===== config.mk =====
export PLATFORM = sky130hd
export DESIGN_NAME = csa_pipe_accumulator
export DESIGN_NICKNAME = d
export VERILOG_FILES = /design/src/rtl/csa_pipe_accumulator.sv
export SDC_FILE = /design/constraint.sdc
export NUM_CORES = 1
export LEC_CHECK = 0
export CORE_ASPECT_RATIO = 2
export CORE_UTILIZATION = 55
export DETAILED_ROUTE_END_ITERATION = 10
export PLACE_DENSITY = 0.77
export SLEW_MARGIN = 20
export SYNTH_ARGS = -nofsm -noshare
export SYNTH_HDL_FRONTEND = slang
export SYNTH_SLANG_ARGS = --single-unit

===== constraint.sdc =====
create_clock -name clk -period 5.4 [get_ports clk]
set_clock_uncertainty 0.1 [all_clocks]
set_input_delay 1.08 -clock clk [delete_from_list [all_inputs] [get_ports clk]]
set_output_delay 1.08 -clock clk [all_outputs]
set_load 0.01 [all_outputs]

===== src/rtl/csa_pipe_accumulator.sv =====
// Pipelined M-operand carry-save adder with valid/ready flow control and an
// optional packet accumulation mode that folds beat sums into a wide accumulator.
module csa_pipe_accumulator #(
    parameter int M     = 6,
    parameter int N     = 4,
    parameter int ACC_W = 16
) (
    input  logic               clk,
    input  logic               rst_n,
    input  logic               in_valid,
    output logic               in_ready,
    input  logic [M*N-1:0]     in_ops,
    input  logic               in_mode,
    input  logic               in_last,
    output logic               out_valid,
    input  logic               out_ready,
    output logic [ACC_W-1:0]   out_sum,
    output logic               out_ovf
);
    localparam int SW = N + $clog2(M);
    localparam int NS = M - 2;

    // Full-adder row: returns {carry << 1, sum}; the dropped carry MSB is
    // harmless because the exact beat sum always fits in SW bits.
    function automatic logic [2*SW-1:0] csa3(input logic [SW-1:0] a,
                                             input logic [SW-1:0] b,
                                             input logic [SW-1:0] c);
        logic [SW-1:0] carry;
        carry = ((a & b) | (a & c) | (b & c)) << 1;
        return {carry, a ^ b ^ c};
    endfunction

    logic             stall_s;
    logic             accept_s;
    logic [SW-1:0]    beat_sum_s;
    logic [ACC_W-1:0] beat_ext_s;
    logic [ACC_W-1:0] acc_sum_s;
    logic             acc_carry_s;
    logic [ACC_W-1:0] acc_new_s;
    logic             ovf_new_s;
    logic [ACC_W-1:0] acc_r;
    logic             ovf_acc_r;
    logic             acc_open_r;

    assign stall_s  = out_valid && !out_ready;
    assign in_ready = !stall_s && rst_n;
    assign accept_s = in_valid && in_ready;

    for (genvar i = 0; i < NS; i++) begin : g_stg
        logic [SW-1:0] a_s, b_s, c_s;
        logic          in_v_s, in_m_s, in_l_s;
        logic          v_r, mode_r, last_r;
        logic [SW-1:0] st_r, ct_r;

        if (i == 0) begin : g_src
            assign a_s    = SW'(in_ops[0 +: N]);
            assign b_s    = SW'(in_ops[N +: N]);
            assign c_s    = SW'(in_ops[2*N +: N]);
            assign in_v_s = accept_s;
            assign in_m_s = in_mode;
            assign in_l_s = in_last;
        end else begin : g_src
            assign a_s    = g_stg[i-1].st_r;
            assign b_s    = g_stg[i-1].ct_r;
            assign c_s    = SW'(g_stg[i-1].g_pend.pend_r[N-1:0]);
            assign in_v_s = g_stg[i-1].v_r;
            assign in_m_s = g_stg[i-1].mode_r;
            assign in_l_s = g_stg[i-1].last_r;
        end

        // CSA level i: reduce three terms and advance the sideband bits
        always_ff @(posedge clk) begin
            if (!rst_n) begin
                v_r <= 1'b0;
            end else if (!stall_s) begin
                v_r              <= in_v_s;
                mode_r           <= in_m_s;
                last_r           <= in_l_s;
                {ct_r, st_r}     <= csa3(a_s, b_s, c_s);
            end
        end

        // Operands not yet consumed travel alongside, shrinking by one per level
        if (i < NS - 1) begin : g_pend
            logic [(M-3-i)*N-1:0] pend_s;
            logic [(M-3-i)*N-1:0] pend_r;

            if (i == 0) begin : g_in
                assign pend_s = in_ops[M*N-1:3*N];
            end else begin : g_in
                assign pend_s = g_stg[i-1].g_pend.pend_r[(M-2-i)*N-1:N];
            end

            // Pending operand register for this level
            always_ff @(posedge clk) begin
                if (!stall_s) begin
                    pend_r <= pend_s;
                end
            end
        end
    end

    // Final CPA and accumulator update candidates
    always_comb begin
        beat_sum_s                 = g_stg[NS-1].st_r + g_stg[NS-1].ct_r;
        beat_ext_s                 = ACC_W'(beat_sum_s);
        {acc_carry_s, acc_sum_s}   = {1'b0, acc_r} + {1'b0, beat_ext_s};
        if (acc_open_r) begin
            acc_new_s = acc_sum_s;
            ovf_new_s = ovf_acc_r | acc_carry_s;
        end else begin
            acc_new_s = beat_ext_s;
            ovf_new_s = 1'b0;
        end
    end

    // Output stage: emit per-beat sums directly, fold mode-1 beats into the packet
    always_ff @(posedge clk) begin
        if (!rst_n) begin
            out_valid  <= 1'b0;
            out_sum    <= {ACC_W{1'b0}};
            out_ovf    <= 1'b0;
            acc_r      <= {ACC_W{1'b0}};
            ovf_acc_r  <= 1'b0;
            acc_open_r <= 1'b0;
        end else if (!stall_s) begin
            out_valid <= 1'b0;
            if (g_stg[NS-1].v_r) begin
                if (!g_stg[NS-1].mode_r) begin
                    out_sum   <= beat_ext_s;
                    out_ovf   <= 1'b0;
                    out_valid <= 1'b1;
                end else begin
                    acc_r      <= acc_new_s;
                    ovf_acc_r  <= ovf_new_s;
                    acc_open_r <= !g_stg[NS-1].last_r;
                    if (g_stg[NS-1].last_r) begin
                        out_sum   <= acc_new_s;
                        out_ovf   <= ovf_new_s;
                        out_valid <= 1'b1;
                    end
                end
            end
        end
    end
endmodule


### Word level (Yosys, flattened, before mapping)

Index checks and enable logic that the tools add are counted.
W data, S select, Z words.

| storage, ports and cells | value |
|---|---|
| bits in registers | 119 |
| bits in read-only memories | 0 |
| word-level logic and storage cells | 80 |
| bits of input ports | 30 |
| bits in latches | 0 |
| memories kept | 0 |
| output and inout port bits | 19 |
| bits in writable memories | 0 |

| operators by class | value |
|---|---|
| add/sub/neg operators | 2 |
| bitwise logic cells | 30 |
| equality and inequality tests | 1 |
| shift-type cells | 0 |
| multiply operators | 0 |
| divide/modulo/power cells | 0 |
| mux-type cells | 9 |
| $lt $le $gt $ge | 0 |
| reduce and logical (&&, ||, !) cells | 9 |

Operators with widths:

| kind | count |
|---|---|
| $mux W16 | 3 |
| $or A6 B6 Y6 | 6 |
| $and A6 B4 Y6 | 4 |
| $xor A7 B4 Y7 | 3 |
| $add A16 B7 Y17 | 1 |
| $and A4 B4 Y4 | 4 |
| $xor A7 B7 Y7 | 2 |
| $and A6 B6 Y6 | 2 |
| $or A4 B4 Y4 | 2 |
| $xor A4 B4 Y4 | 2 |
| $add A7 B7 Y7 | 1 |
| $mux W1 | 6 |
| $reduce_and A3 Y1 | 2 |
| $and A4 B5 Y5 | 1 |
| $and A5 B4 Y5 | 1 |
| $xor A4 B5 Y5 | 1 |
| $logic_and A1 B1 Y1 | 3 |
| $logic_not A1 Y1 | 3 |
| $ne A2 B1 Y1 const B | 1 |
| $reduce_and A2 Y1 | 1 |
| $not A1 Y1 | 1 |
| $or A1 B1 Y1 | 1 |

### Longest topological paths before layout

| logic depth | value |
|---|---|
| word-level depth | 6 |
| gate-level depth with buffers | 14 |

### Worst setup path after synthesis

No wires, ideal clock.

| timing | value |
|---|---|
| kind | input to output |
| from | in rst_n |
| to | out in_ready |
| buffers on the path | 2 |
| data arrival time | 3.577 ns |
| slack | 0.643 ns |
| cell stages on the path | 4 |
| cell sequence | inv_1 -> buf_2 -> buf_1 -> nor2_1 |

| on the way | value |
|---|---|
| word-level cells in the longest chain between the ends | 1 |

RTL lines:

| item | RTL line | source |
|---|---|---|
| start, declared | 9 | `input logic rst_n,` |
| $logic_and A1 B1 Y1 | 46 | `assign in_ready = !stall_s && rst_n;` |
| end, declared | 11 | `output logic in_ready,` |

Every way passes these cells.

### Final worst setup path

Same ends and word-level chain as after synthesis.

==> results.toml <==
[finish]
seq_area_sq_mm = 0.002903
fillCellCount = 668
nets = 501
drive_gt1_frac = 0.06546
diodes = 0
area_growth_pct = 16.99
multi_input_area_sq_mm = 0.001871
post-route-util = 0.6626
fin_cells = 543

[drt]
drtIter0Drc = 192
wl_um = 9407
routedWlPerCell_um = 17.32
vias = 3284
drc_errors = 0
ant_nets = 0
dr.pass1.iters = 4
vias_per_cell = 6.048

[sta]
setup_viol = 0
max-slew-margin-rel = 0.4049
rsz0062_at_grt = "false"
fmax_ghz = 0.2551
worst-slew-pin-transition_ns = 0.8926
fin_crit_sh = 0.7260
holdWs_ns = 0.3203
setup_tns_ns = 0
final.min_clock_period_ns = 3.920
final-max-slew-violation-count = 0
hold_violations = 0

[floorplan]
initial_core_util = 0.5664
dieArea_sq_mm = 0.009310
die_w_um = 68.73
core-area_sq_mm = 0.008648
num_rows = 48
fp.dieH_um = 135.5
io_pins = 49

[global_route]
first_global_vias = 3278
grt_first_pass_wirelength_um = 15050
antenna_found_initial = 0
grt_max_degree = 47
track_usage = 0.2273
overflow = 0

[synth]
yosysTopAreaCellShare = 0.4291
synthCells = 395
synth_ff_type = "edfxtp_1"
synth-seq-cells = 110
yosysWarnings = 0
synth_top_area_cell = "edfxtp_1"
synth_area_leaders = "edfxtp_1, dfxtp_1, fa_1"
synth_common_cells = "edfxtp_1, dfxtp_1, nand2_1"
synth_edf_count = 70
postSynthAreaPerCell_sq_um = 12.40
synthArstFlopShare = 0
yosysUniqueCellTypes = 54
netlist_area_sq_mm = 0.004898
yosysSeqAreaShare = 0.5926
synth_fp_nets = 458
synth.most_common_cell = "edfxtp_1"

[worst_setup_path]
arrival_ns = 2.74
critical_path.top_delay_family = "buffers and inverters"
crit_top_cell = "clkdlybuf4s50_1"
cp_max_fo = 24
start_kind = "primary input"
cp_slowest_cell = "clkdlybuf4s50_1"
crit_path_end_kind = "output pin"
worst-setup-path-type = "in -> out"
crit_buf_inv = 4
cp_slowest_stage_delay_ns = 0.55
crit_required_ns = 4.22
crit_chain = "clkdlybuf4s50_1 > buf_4 > inv_1 > nor2_4 > clkdlybuf4s50_1"

[clock_tree]
post_cts_resized = 0
cts_tree = "done"
clk_pin_slew_ns = 0.07
cts_max_path_buffers = 2
cts_setup_buffers = 0
cts_root_buf = "clkbuf_16"
hold_buffers = 0
h-tree-depth = 3
clock-sinks = 110
clk_latency_ns = 0.35
cts_buffers = 9

[placed_design]
dp_cells = 527
place.gp.congestion = 0.8704
hpwl_um = 6897
io_buffers = 48

[worst_hold_path]
hold_class = "reg -> reg"

[power]
leakage_nw = 2.099
cellPowerDensity_mw_per_mm2 = 319.4
peakVddDrop_mv = 0.2507

[run]
maxCapViolCount = 0

[outcome]
status = "complete, no violations"
==> cells by family after synthesis <==
family / count (synthesis) / synth area share
AO/OA/AOI/OAI: 84 / 0.1167
XOR/XNOR: 7 / 0.01252
adder cells (fa/ha/maj): 33 / 0.1073
buffers and inverters: 31 / 0.02810
flip-flops: 110 / 0.5926
multiplexers: 7 / 0.01430
AND/OR/NAND/NOR: 123 / 0.1285
==> registers in the layout, indices dropped and copies added, names as in the netlist <==
register / flops
g_stg.v_r: 4
g_stg.last_r: 4
g_stg.g_pend.pend_r: 24
g_stg.mode_r: 4
ovf_acc_r: 1
out_valid: 1
out_ovf: 1
g_stg.ct_r: 18
acc_r: 16
out_sum: 16
g_stg.st_r: 20
acc_open_r: 1
==> placed cells by master (no fill, tap or decap), drive strengths merged, types with 5 or more instances in the layout <==
cell type	synthesis	layout
dfxtp	40	40
nand2	36	36
nor2	21	21
xnor2	6	6
clkbuf	8	9
nand4	9	9
inv	11	13
ha	18	18
o21ai	15	15
a31oi	7	7
nor3	5	5
clkdlybuf4s50	0	48
nand3	21	21
a21o	9	9
mux2i	7	7
or3	5	5
o211ai	8	8
edfxtp	70	70
fa	15	15
a21oi	18	18
and3	6	6
==> where the power goes <==
group | total, W | leakage [nW] | internal (W) | switching (W)
logic | 0.000229 | 0.932 | 0.000100 | 0.000128
registers | 0.000978 | 1.03 | 0.000955 | 0.0000231
clock network | 0.000624 | 0.138 | 0.000318 | 0.000306
==> final cells by class <==
cell class / instances / share of cell area
multi-input cells: 254 / 0.3264
flip-flops and latches: 110 / 0.5065
clock inverters: 7 / 0.009607
clock buffers: 9 / 0.03930
inverters: 11 / 0.007205
repair buffers: 52 / 0.08908
well taps: 100 / 0.02183
==> metal layers <==
| metal | vias up | global-route usage | part of all wire |
|---|---|---|---|
| li1 | 1569 | - | - |
| met1 | 1580 | 0.2157 | 0.33 |
| met2 | 103 | 0.4210 | 0.57 |
| met3 | 32 | 0.04377 | 0.037 |
| met4 | 0 | 0.1349 | 0.056 |
| met5 | - | 0 | 0 |
==> worst paths after layout <==
path                            cells past startpoint                         to  slack [ns]                 startpoint
worst max-delay path                                5                   in_ready        1.48                      rst_n
worst min-delay path                                0  g_stg[1].g_pend.pend_r[3]        0.32  g_stg[0].g_pend.pend_r[7]
worst max register to register                     12                  acc_r[12]        1.89           g_stg[3].ct_r[1]
worst min register to register                      0  g_stg[1].g_pend.pend_r[3]        0.32  g_stg[0].g_pend.pend_r[7]
==> per-stage QoR <==
step	area (sq um)	total power, W	setup WS (ns)
3_5_place_dp	5450	0.001225	1.480
3_3_place_gp	5445	0.001209	1.497
6_report	5731	0.001831	1.480
5_1_grt	5731	0.001898	1.419
4_1_cts	5731	0.001845	1.479
2_1_floorplan	4898	0.001142	0.6433
(Power assumes the default switching activity.)
